## config.mk

```make
export PLATFORM = sky130hd
export DESIGN_NAME = spi_sequencer
export DESIGN_NICKNAME = d
export VERILOG_FILES = /design/src/rtl/spi_seq_pkg.sv /design/src/rtl/rr_arbiter.sv /design/src/rtl/spi_sequencer.sv
export SDC_FILE = /design/constraint.sdc
export NUM_CORES = 1
export LEC_CHECK = 0
export CAP_MARGIN = 15
export CORE_MARGIN = 2
export CORE_UTILIZATION = 30
export DETAILED_ROUTE_END_ITERATION = 6
export PLACE_DENSITY_LB_ADDON = 0.08
export SYNTH_ARGS = -nofsm -noshare
export SYNTH_HDL_FRONTEND = slang
export SYNTH_SLANG_ARGS = --single-unit
export TNS_END_PERCENT = 10
```

## constraint.sdc

```tcl
create_clock -name Clk_i -period 3.1 [get_ports Clk_i]
set_clock_uncertainty 0.15 [all_clocks]
set_input_delay 0.31 -clock Clk_i [delete_from_list [all_inputs] [get_ports Clk_i]]
set_output_delay 0.31 -clock Clk_i [all_outputs]
set_load 0.03 [all_outputs]
```

## src/rtl/spi_seq_pkg.sv

```systemverilog
// Shared types and widths for the SPI transaction sequencer.
// Imported by the arbiter and the top-level sequencer.
package spi_seq_pkg;

   localparam int LEN_W  = 4;
   localparam int SS_W   = 2;
   localparam int DATA_W = 8;
   localparam int REM_W  = LEN_W + 1;
   localparam int WD_W   = 16;

   typedef enum logic [2:0] {
      S_IDLE,
      S_LOAD,
      S_WAIT,
      S_GAP,
      S_DONE
   } seq_state_e;

   // A zero length field means the maximum transfer of 2**LEN_W bytes.
   function automatic logic [REM_W-1:0] len_to_count(input logic [LEN_W-1:0] len);
      return (len == '0) ? REM_W'(1 << LEN_W) : REM_W'(len);
   endfunction

endpackage

```

## src/rtl/rr_arbiter.sv

```systemverilog
// Combinational round-robin pick: first requester at or after ptr, wrapping.
module rr_arbiter #(
   parameter int  NREQ  = 4,
   localparam int IDX_W = $clog2(NREQ)
) (
   input  logic [NREQ-1:0]  req,
   input  logic [IDX_W-1:0] ptr,
   output logic [NREQ-1:0]  gnt,
   output logic [IDX_W-1:0] idx,
   output logic             valid
);

   logic [IDX_W-1:0] cand;

   // NOTE: every output gets a default before the loop so no latch is inferred.
   always_comb begin
      gnt   = '0;
      idx   = '0;
      valid = 1'b0;
      cand  = '0;
      // Scan farthest offset first so the nearest request to ptr overwrites the rest.
      for (int i = NREQ - 1; i >= 0; i--) begin
         cand = IDX_W'((int'(ptr) + i) % NREQ);
         if (req[cand]) begin
            gnt       = '0;
            gnt[cand] = 1'b1;
            idx       = cand;
            valid     = 1'b1;
         end
      end
   end

endmodule

```

## src/rtl/spi_sequencer.sv

```systemverilog
// Round-robin multi-client transaction sequencer driving a byte-wide SPI master engine,
// with a per-byte watchdog that aborts a transfer when the engine never completes.
module spi_sequencer
   import spi_seq_pkg::*;
#(
   parameter int          NREQ    = 4,
   parameter logic [7:0]  GAP     = 8'd0,
   parameter logic [15:0] TIMEOUT = 16'd1000
) (
   input  logic                     Clk_i,
   input  logic                     Rst_ni,
   input  logic [NREQ-1:0]          req_i,
   input  logic [NREQ*LEN_W-1:0]    len_i,
   input  logic [NREQ*SS_W-1:0]     ss_i,
   input  logic [NREQ*DATA_W-1:0]   tx_data_i,
   output logic [NREQ-1:0]          tx_pop_o,
   output logic [NREQ-1:0]          grant_o,
   output logic [DATA_W-1:0]        rx_data_o,
   output logic [NREQ-1:0]          rx_valid_o,
   output logic [NREQ-1:0]          done_o,
   output logic [NREQ-1:0]          err_o,
   output logic                     m_strobe_o,
   output logic [SS_W-1:0]          m_ss_o,
   output logic [DATA_W-1:0]        m_toXmit_o,
   input  logic                     m_busy_i,
   input  logic                     m_ready_i,
   input  logic [DATA_W-1:0]        m_rcvd_i
);

   localparam int IDX_W = $clog2(NREQ);

   seq_state_e        state_q, state_d;
   logic [IDX_W-1:0]  ptr_q, gidx_q;
   logic [REM_W-1:0]  rem_q;
   logic [SS_W-1:0]   ss_q, last_ss_q;
   logic [DATA_W-1:0] last_tx_q;
   logic [WD_W-1:0]   wd_q;
   logic [7:0]        gap_q;
   logic              abort_q;

   logic [NREQ-1:0]   arb_gnt;
   logic [IDX_W-1:0]  arb_idx;
   logic              arb_valid;
   logic              wd_hit;

   logic [DATA_W-1:0] tx_arr  [NREQ];
   logic [LEN_W-1:0]  len_arr [NREQ];
   logic [SS_W-1:0]   ss_arr  [NREQ];

   for (genvar i = 0; i < NREQ; i++) begin : g_unpack
      assign tx_arr[i]  = tx_data_i[i*DATA_W +: DATA_W];
      assign len_arr[i] = len_i[i*LEN_W +: LEN_W];
      assign ss_arr[i]  = ss_i[i*SS_W +: SS_W];
   end

   rr_arbiter #(.NREQ(NREQ)) u_arb (
      .req   (req_i),
      .ptr   (ptr_q),
      .gnt   (arb_gnt),
      .idx   (arb_idx),
      .valid (arb_valid)
   );

   // The abort fires on the cycle whose increment would make the watchdog reach TIMEOUT.
   assign wd_hit = ({1'b0, wd_q} + 17'd1) >= {1'b0, TIMEOUT};

   always_comb begin
      state_d = state_q;
      case (state_q)
         S_IDLE: if (arb_valid) state_d = S_LOAD;
         S_LOAD: state_d = S_WAIT;
         S_WAIT: begin
            if (m_ready_i) begin
               if (rem_q == REM_W'(1)) state_d = S_DONE;
               else if (GAP == 8'd0)   state_d = S_LOAD;
               else                    state_d = S_GAP;
            end else if (wd_hit) begin
               state_d = S_DONE;
            end
         end
         S_GAP:  if (gap_q == GAP - 8'd1) state_d = S_LOAD;
         S_DONE: state_d = S_IDLE;
         default: state_d = S_IDLE;
      endcase
   end

   assign m_strobe_o = (state_q == S_LOAD);
   assign tx_pop_o   = m_strobe_o ? grant_o : '0;
   assign done_o     = (state_q == S_DONE) ? grant_o : '0;
   assign err_o      = abort_q ? done_o : '0;
   assign m_ss_o     = m_strobe_o ? ss_q : last_ss_q;
   assign m_toXmit_o = m_strobe_o ? tx_arr[gidx_q] : last_tx_q;

   // NOTE: all state uses non-blocking assignments so every flop sees pre-edge values.
   always_ff @(posedge Clk_i or negedge Rst_ni) begin
      if (!Rst_ni) begin
         state_q    <= S_IDLE;
         ptr_q      <= '0;
         gidx_q     <= '0;
         grant_o    <= '0;
         rem_q      <= '0;
         ss_q       <= '0;
         last_ss_q  <= '0;
         last_tx_q  <= '0;
         wd_q       <= '0;
         gap_q      <= '0;
         abort_q    <= 1'b0;
         rx_data_o  <= '0;
         rx_valid_o <= '0;
      end else begin
         state_q    <= state_d;
         rx_valid_o <= '0;
         gap_q      <= (state_q == S_GAP) ? gap_q + 8'd1 : 8'd0;
         case (state_q)
            S_IDLE: if (arb_valid) begin
               grant_o <= arb_gnt;
               gidx_q  <= arb_idx;
               rem_q   <= len_to_count(len_arr[arb_idx]);
               ss_q    <= ss_arr[arb_idx];
               abort_q <= 1'b0;
            end
            S_LOAD: begin
               wd_q      <= '0;
               last_ss_q <= ss_q;
               last_tx_q <= tx_arr[gidx_q];
            end
            S_WAIT: begin
               if (wd_q != '1) wd_q <= wd_q + 1'b1;
               if (m_ready_i) begin
                  rx_data_o  <= m_rcvd_i;
                  rx_valid_o <= grant_o;
                  rem_q      <= rem_q - 1'b1;
               end else if (wd_hit) begin
                  abort_q <= 1'b1;
               end
            end
            S_DONE: begin
               ptr_q   <= (gidx_q == IDX_W'(NREQ - 1)) ? '0 : gidx_q + 1'b1;
               grant_o <= '0;
            end
            default: ;
         endcase
      end
   end

`ifndef SYNTHESIS
   // The engine must be idle whenever a new byte may be handed to it.
   busy_when_idle_a: assert property (@(posedge Clk_i) disable iff (!Rst_ni)
      !(m_busy_i && (state_q == S_IDLE || state_q == S_LOAD)));
`endif

endmodule

```

=== Yosys cells after proc, flatten, opt, wreduce, memory -nomap -nowiden ===
Cells that the tools add are included.

* Logic and storage cells: 129
* Bits in writable memories: 0
* Register bits after elaboration: 65
* ROM bits: 0
* Input bits: 72
* Memories: 0
* Latch bits: 0
* Output and inout bits: 39

* Multiply operators: 0
* Reduce and logical (&&, ||, !) cells: 16
* Shift operators: 0
* Div/mod/pow operators: 0
* Add/subtract/negate cells: 8
* Equal/unequal tests: 15
* Bitwise logic cells: 2
* Magnitude comparators: 11
* Muxes and demuxes: 64

{| class="wikitable"
|+ Operators with widths
! cell !! number
|-
| $mux W4 || 12
|-
| $mux W8 || 4
|-
| $pmux W16 S2 || 1
|-
| $add A16 B1 Y17 const B || 1
|-
| $ge A17 B10 Y1 const B || 1
|-
| $add A16 B1 Y16 const B || 1
|-
| $bmux W8 S2 || 1
|-
| $mux W16 || 1
|-
| $mux W2 || 8
|-
| $ne A16 B16 Y1 const B || 1
|-
| $mux W1 || 15
|-
| $mux W3 || 5
|-
| $mux W5 || 3
|-
| $lt A2 B3 Y1 const B || 4
|-
| $ne A2 B2 Y1 const B || 6
|-
| $pmux W3 S4 || 1
|-
| $pmux W5 S2 || 1
|-
| $add A8 B1 Y8 const B || 1
|-
| $bmux W1 S2 || 4
|-
| $bmux W4 S2 || 1
|-
| $demux W1 S2 || 4
|-
| $eq A8 B8 Y1 const B || 1
|-
| $ge A2 B1 Y1 const B || 4
|-
| $pmux W4 S2 || 1
|-
| 20 further kinds || 34
|}

=== Logic depth before layout (Yosys ltp) ===
* Depth in word-level cells: 15
* Gate-level depth with buffers: 11
* Depth with buffers taken out: 8

=== Hierarchy ===
A second synthesis with hierarchy kept.

* Cell total of the unflattened synthesis: 418
* Area total of the unflattened synthesis: 4103.9 µm²

{| class="wikitable"
|+ Modules (own cells, without submodules)
! module !! times used !! sequential area each (µm²) !! area each (µm²) !! cells each
|-
| spi_sequencer || 1 || 1626.6 || 3594.7 || 357
|-
| rr_arbiter || 1 || 0.0 || 509.2 || 61
|}

=== Least setup slack after synthesis ===
Ideal clock, no wire load.

* Kind: flip-flop to flip-flop
* Start: reg ptr_q[0]
* End: reg rem_q[0]
* Buffers on the path: 2
* Setup time: 0.087 ns
* Period minus slack after synthesis: 2.796 ns
* Required time: 2.863 ns
* Data arrival time: 2.559 ns
* Slack: 0.304 ns
* Stages on the path, launching flop included: 11
* Path through: dfrtp_1 buf_6 buf_2 inv_1 ha_1 mux4_2 nand2b_2 o22ai_2 a21oi_4 mux2_2 o221ai_2

* Longest elaborated chain between the ends: 15
* Elaborated cells between the ends (all ways): 29
* Those cells by class: add/sub: 3; eq/ne: 1; mux: 22; bitwise: 1; reduce/logical: 2

{| class="wikitable"
|+ RTL lines
! element !! line !! source
|-
| from (decl) || spi_sequencer.sv:33 || <nowiki>logic [IDX_W-1:0] ptr_q, gidx_q;</nowiki>
|-
| from (signal assigned) || spi_sequencer.sv:138 || <nowiki>ptr_q <= (gidx_q == IDX_W'(NREQ - 1)) ? '0 : gidx_q + 1'b1;</nowiki>
|-
| $add A2 B2 Y2 || rr_arbiter.sv:23 || <nowiki>cand = IDX_W'((int'(ptr) + i) % NREQ);</nowiki>
|-
| $bmux W1 S2 || rr_arbiter.sv:24 || <nowiki>if (req[cand]) begin</nowiki>
|-
| $mux W1 (implied by the code) || rr_arbiter.sv:24 ||
|-
| $mux W2 (4 in series) || rr_arbiter.sv:24 ||
|-
| $not A2 Y3 (implied by the code) || spi_sequencer.sv:118 || <nowiki>rem_q <= len_to_count(len_arr[arb_idx]);</nowiki>
|-
| $bmux W4 S2 || spi_sequencer.sv:118 ||
|-
| $mux W4 (implied by the code) (2 in series) || spi_sequencer.sv:118 ||
|-
| $logic_not A4 Y1 || spi_seq_pkg.sv:21 || <nowiki>return (len == '0) ? REM_W'(1 << LEN_W) : REM_W'(len);</nowiki>
|-
| $mux W5 || spi_seq_pkg.sv:21 ||
|-
| $mux W5 || spi_sequencer.sv:115 || <nowiki>S_IDLE: if (arb_valid) begin</nowiki>
|-
| $pmux W5 S2 || spi_sequencer.sv:114 || <nowiki>case (state_q)</nowiki>
|-
| to (signal assigned) || spi_sequencer.sv:118 ||
|-
| to (signal assigned) || spi_sequencer.sv:132 || <nowiki>rem_q <= rem_q - 1'b1;</nowiki>
|-
| to (decl) || spi_sequencer.sv:34 || <nowiki>logic [REM_W-1:0] rem_q;</nowiki>
|}

Parallel ways exist; a longest one is shown, timed or not. The select of a mux whose other input is x is not followed.
A chain may end at the register's enable or synchronous reset.

=== Worst setup path after layout ===
* Start: reg state_q[2]
* End: out m_toXmit_o[2]

* Longest elaborated chain between the ends: 2

{| class="wikitable"
|+ RTL lines
! element !! line !! source
|-
| from (decl) || spi_sequencer.sv:32 || <nowiki>seq_state_e state_q, state_d;</nowiki>
|-
| from (signal assigned) || spi_sequencer.sv:111 || <nowiki>state_q <= state_d;</nowiki>
|-
| $eq A3 B1 Y1 || spi_sequencer.sv:87 || <nowiki>assign m_strobe_o = (state_q == S_LOAD);</nowiki>
|-
| $mux W8 || n/a ||
|-
| to (decl) || spi_sequencer.sv:24 || <nowiki>output logic [DATA_W-1:0] m_toXmit_o,</nowiki>
|}

No other way between the ends.

==> results.json <==
{
  "number_of_buffers_created_by_cts": 9,
  "async_s_r_ff_share_synth_pct": 100,
  "global_route.usage.total_pct": 15.3,
  "antenna_found_initial": 0,
  "die_height_um": 123,
  "design_power_total_mw": 5.19,
  "syn-mean-instance-area_um2": 10.1,
  "final_net_count": 616,
  "required_ps": 2640,
  "number_of_vias_after_detailed_routing": 3584,
  "cp_slowest_stage_delay_ps": 610,
  "postSynth.topFlopCell": "dfrtp_1",
  "wl_mm": 11.0,
  "synth_compound_gate_area_share_pct": 14.9,
  "final-max-slew-violation-count": 0,
  "die-area_um2": 15100,
  "synthDistinctLibCells": 62,
  "finalHoldViolCount": 0,
  "cp_cell_sequence": "nor2b_2, nor2b_1, buf_4, mux2_2, clkdlybuf4s50_1",
  "total_leakage_power_nw": 2.44,
  "sequential_cell_area_um2": 1630,
  "viasPerCell": 5.01,
  "placedCellCount": 699,
  "hold-path-cell-count": 1,
  "core_region_area_um2": 13800,
  "tritoncts": "yes",
  "grt_max_degree": 66,
  "synthesis_to_finish_area_growth_pct": 38.4,
  "gr_ovfl_total": 0,
  "worstPathArrival_ps": 2420,
  "timing.critical_path.max_delay_family": "buffers and inverters",
  "timing.critical_path.fanout_max": 13,
  "synth.ff_latch_count": 65,
  "grt_pass1_vias": 3550,
  "synth-warning-count": 0,
  "finalWorstPathRequiredPeriod_ps": 2880,
  "final_layout_size_suffix_gt1_share_pct": 15.3,
  "largest_buffer_count_on_any_clock_path": 2,
  "seq_area_frac_synth_pct": 38.4,
  "synthesis.instances": 421,
  "worstSetupStartpointType": "flop",
  "ant_nets": 0,
  "worstSkewPairLatency_ps": 330,
  "min_from": "gap_q[0]",
  "setup.reg_to_reg.worst_slack_ps": 300,
  "filler_cell_count": 1378,
  "initial_core_util_pct": 30.7,
  "routed_wire_length_per_instance_um": 15.3,
  "synth_fp_nets": 506,
  "status": "complete, no violations",
  "p_per_area_nw_per_um2": 885,
  "synth_simple_gate_area_share_pct": 20.3,
  "setup-violations-final": 0,
  "die_width_um": 123,
  "rr_worst_depth": 7,
  "unrepaired_setup_endpoints_after_global_routing": "no",
  "drcViolationCount": 0,
  "cts_num_sinks": 65,
  "tightest_slew_ps": 582,
  "post-route-period-util_pct": 93.0,
  "maxSlewHeadroom_pct": 61.1,
  "synth_xor_xnor_area_share_pct": 1.65,
  "worst-path-buf-inv": 2,
  "starting_drt_drc_count": 173,
  "std_cell_rows": 43,
  "synth_top_family_by_area": "simple AND/OR/NAND/NOR gates",
  "r2r_start": "wd_q[0]",
  "area_of_the_multi_input_gates_um2": 2450,
  "hold_path_end": "gap_q[0]",
  "cap_viol_max_count": 0,
  "detailedPlacementHpwl_mm": 8.17,
  "post_route_non_filler_standard_cell_count": 716,
  "root_buffer": "clkbuf_16",
  "peakVddDrop_mv": 0.315,
  "muxShareOfSynthArea_pct": 16.9,
  "achievable-frequency_mhz": 347,
  "routabilityCongestion": 0.775,
  "top_level_ports": 111,
  "worstHoldPathType": "reg2reg",
  "final_common_cell": "clkdlybuf4s50_1",
  "layout.cells.most_common_list": "clkdlybuf4s50_1 (108), dfrtp_1 (64), nor2_1 (37), nand2_1 (37), mux2_2 (24)",
  "crit_path_top_delay_cell": "clkdlybuf4s50_1",
  "clkTransAtPathRegs_ps": 60,
  "h_tree_levels": 3,
  "worst_r2r_dst": "wd_q[14]",
  "drt_pass1_iterations": 4,
  "totalNegativeSetupSlack_ps": 0,
  "antenna_cells": 0,
  "adder_cell_share_of_the_synthesized_area_pct": 3.84,
  "edff_count_synth": 0,
  "crit_type": "reg2out",
  "grt_pass1_wl_mm": 18.2,
  "portBuffers": 109,
  "crit_path_end_kind": "primary output",
  "synth_area_um2": 4240
}
timing repair:
| item | 4_1_cts | 5_1_grt |
|---|---|---|
| setup endpoints to repair | 5 | 3 |
| cloned | 0 | 0 |
| endpoints found under the hold margin | 65 | 0 |
| hold buffers | 1 | 0 |
| gates resized for setup | 1 | 1 |
| setup buffers | 0 | 0 |
cells by family (layout without fill, tap and decap cells):
kind of cell | after synthesis | after routing
XOR/XNOR | 8 | 8
flip-flops | 65 | 65
AO/OA/AOI/OAI | 88 | 88
buffers and inverters | 31 | 146
AND/OR/NAND/NOR | 163 | 163
adder cells (fa/ha/maj) | 13 | 13
multiplexers | 53 | 53
how the worst max path moves through the flow:
stage / from / end / slack, ps / cells after the start
global route: wd_q[0] / wd_q[3] / 80 / 8
floorplan: ptr_q[0] / rem_q[0] / 300 / 10
detailed placement: req_i[3] / rem_q[1] / 240 / 7
finish: state_q[2] / m_toXmit_o[2] / 220 / 5
global placement: req_i[3] / rem_q[4] / 280 / 7
CTS: state_q[2] / m_toXmit_o[7] / 120 / 5
report_power, final:
part / leakage, nW / total (mW) / switching (mW) / internal (mW)
combinational: 1.44 / 2.67 / 1.46 / 1.21
sequential: 0.834 / 1.34 / 0.231 / 1.11
clock: 0.162 / 1.18 / 0.392 / 0.785
final cells by class:
cell class                 instances  share of cell area, %
clock inverter                     7                   2.03
inverter                           9                  0.576
clock buffer                       9                   3.84
timing repair buffer             121                   20.3
sequential                        65                   27.7
multi-input combinational        325                   41.7
tap                              180                   3.84
registers in the layout (all words and copies together) (netlist names), 3 cells and up:
name / flops
gap_q: 8
grant_o: 4
last_tx_q: 8
rem_q: 5
rx_data_o: 8
rx_valid_o: 4
state_q: 3
wd_q: 16
synth_stat cells (all sizes together) (6+ instances only):
library cell / number / area share (%)
dfrtp: 65 / 38
nor2: 38 / 3.4
nand2: 37 / 3.3
o21ai: 32 / 4.1
mux2: 25 / 6.7
and3: 17 / 2.5
mux2i: 16 / 3.8
a21oi: 14 / 1.9
ha: 13 / 3.8
nand3: 13 / 1.5
mux4: 12 / 6.4
buf: 11 / 2.2
clkbuf: 11 / 0.97
nor3: 11 / 1.3
o31ai: 10 / 1.8
inv: 9 / 0.80
and2: 8 / 1.2
nor2b: 8 / 1.4
nor4: 7 / 1.4
nand2b: 6 / 0.94
nand4: 6 / 1.2
or3: 6 / 1.0
metal layers:
metal / global-route usage (%) / wire (um) / vias up
met1: 20.3 / 4980 / 1743
met5: 0 / 0 / -
met4: 5.24 / 117 / 0
met2: 25.7 / 5580 / 57
met3: 2.31 / 285 / 6
li1: - / - / 1778
per-stage QoR:
stage          hold slack, ps  worst slack (ps)  util [%]  cell area [um2]
2_1_floorplan            -136               304         -             4240
3_3_place_gp              210               282      39.9             5510
3_5_place_dp              210               238      39.9             5510
4_1_cts                   342               122      42.4             5870
5_1_grt                   358              75.1      42.4             5870
6_report                  334               216      42.4             5870
(Power assumes the default switching activity.)
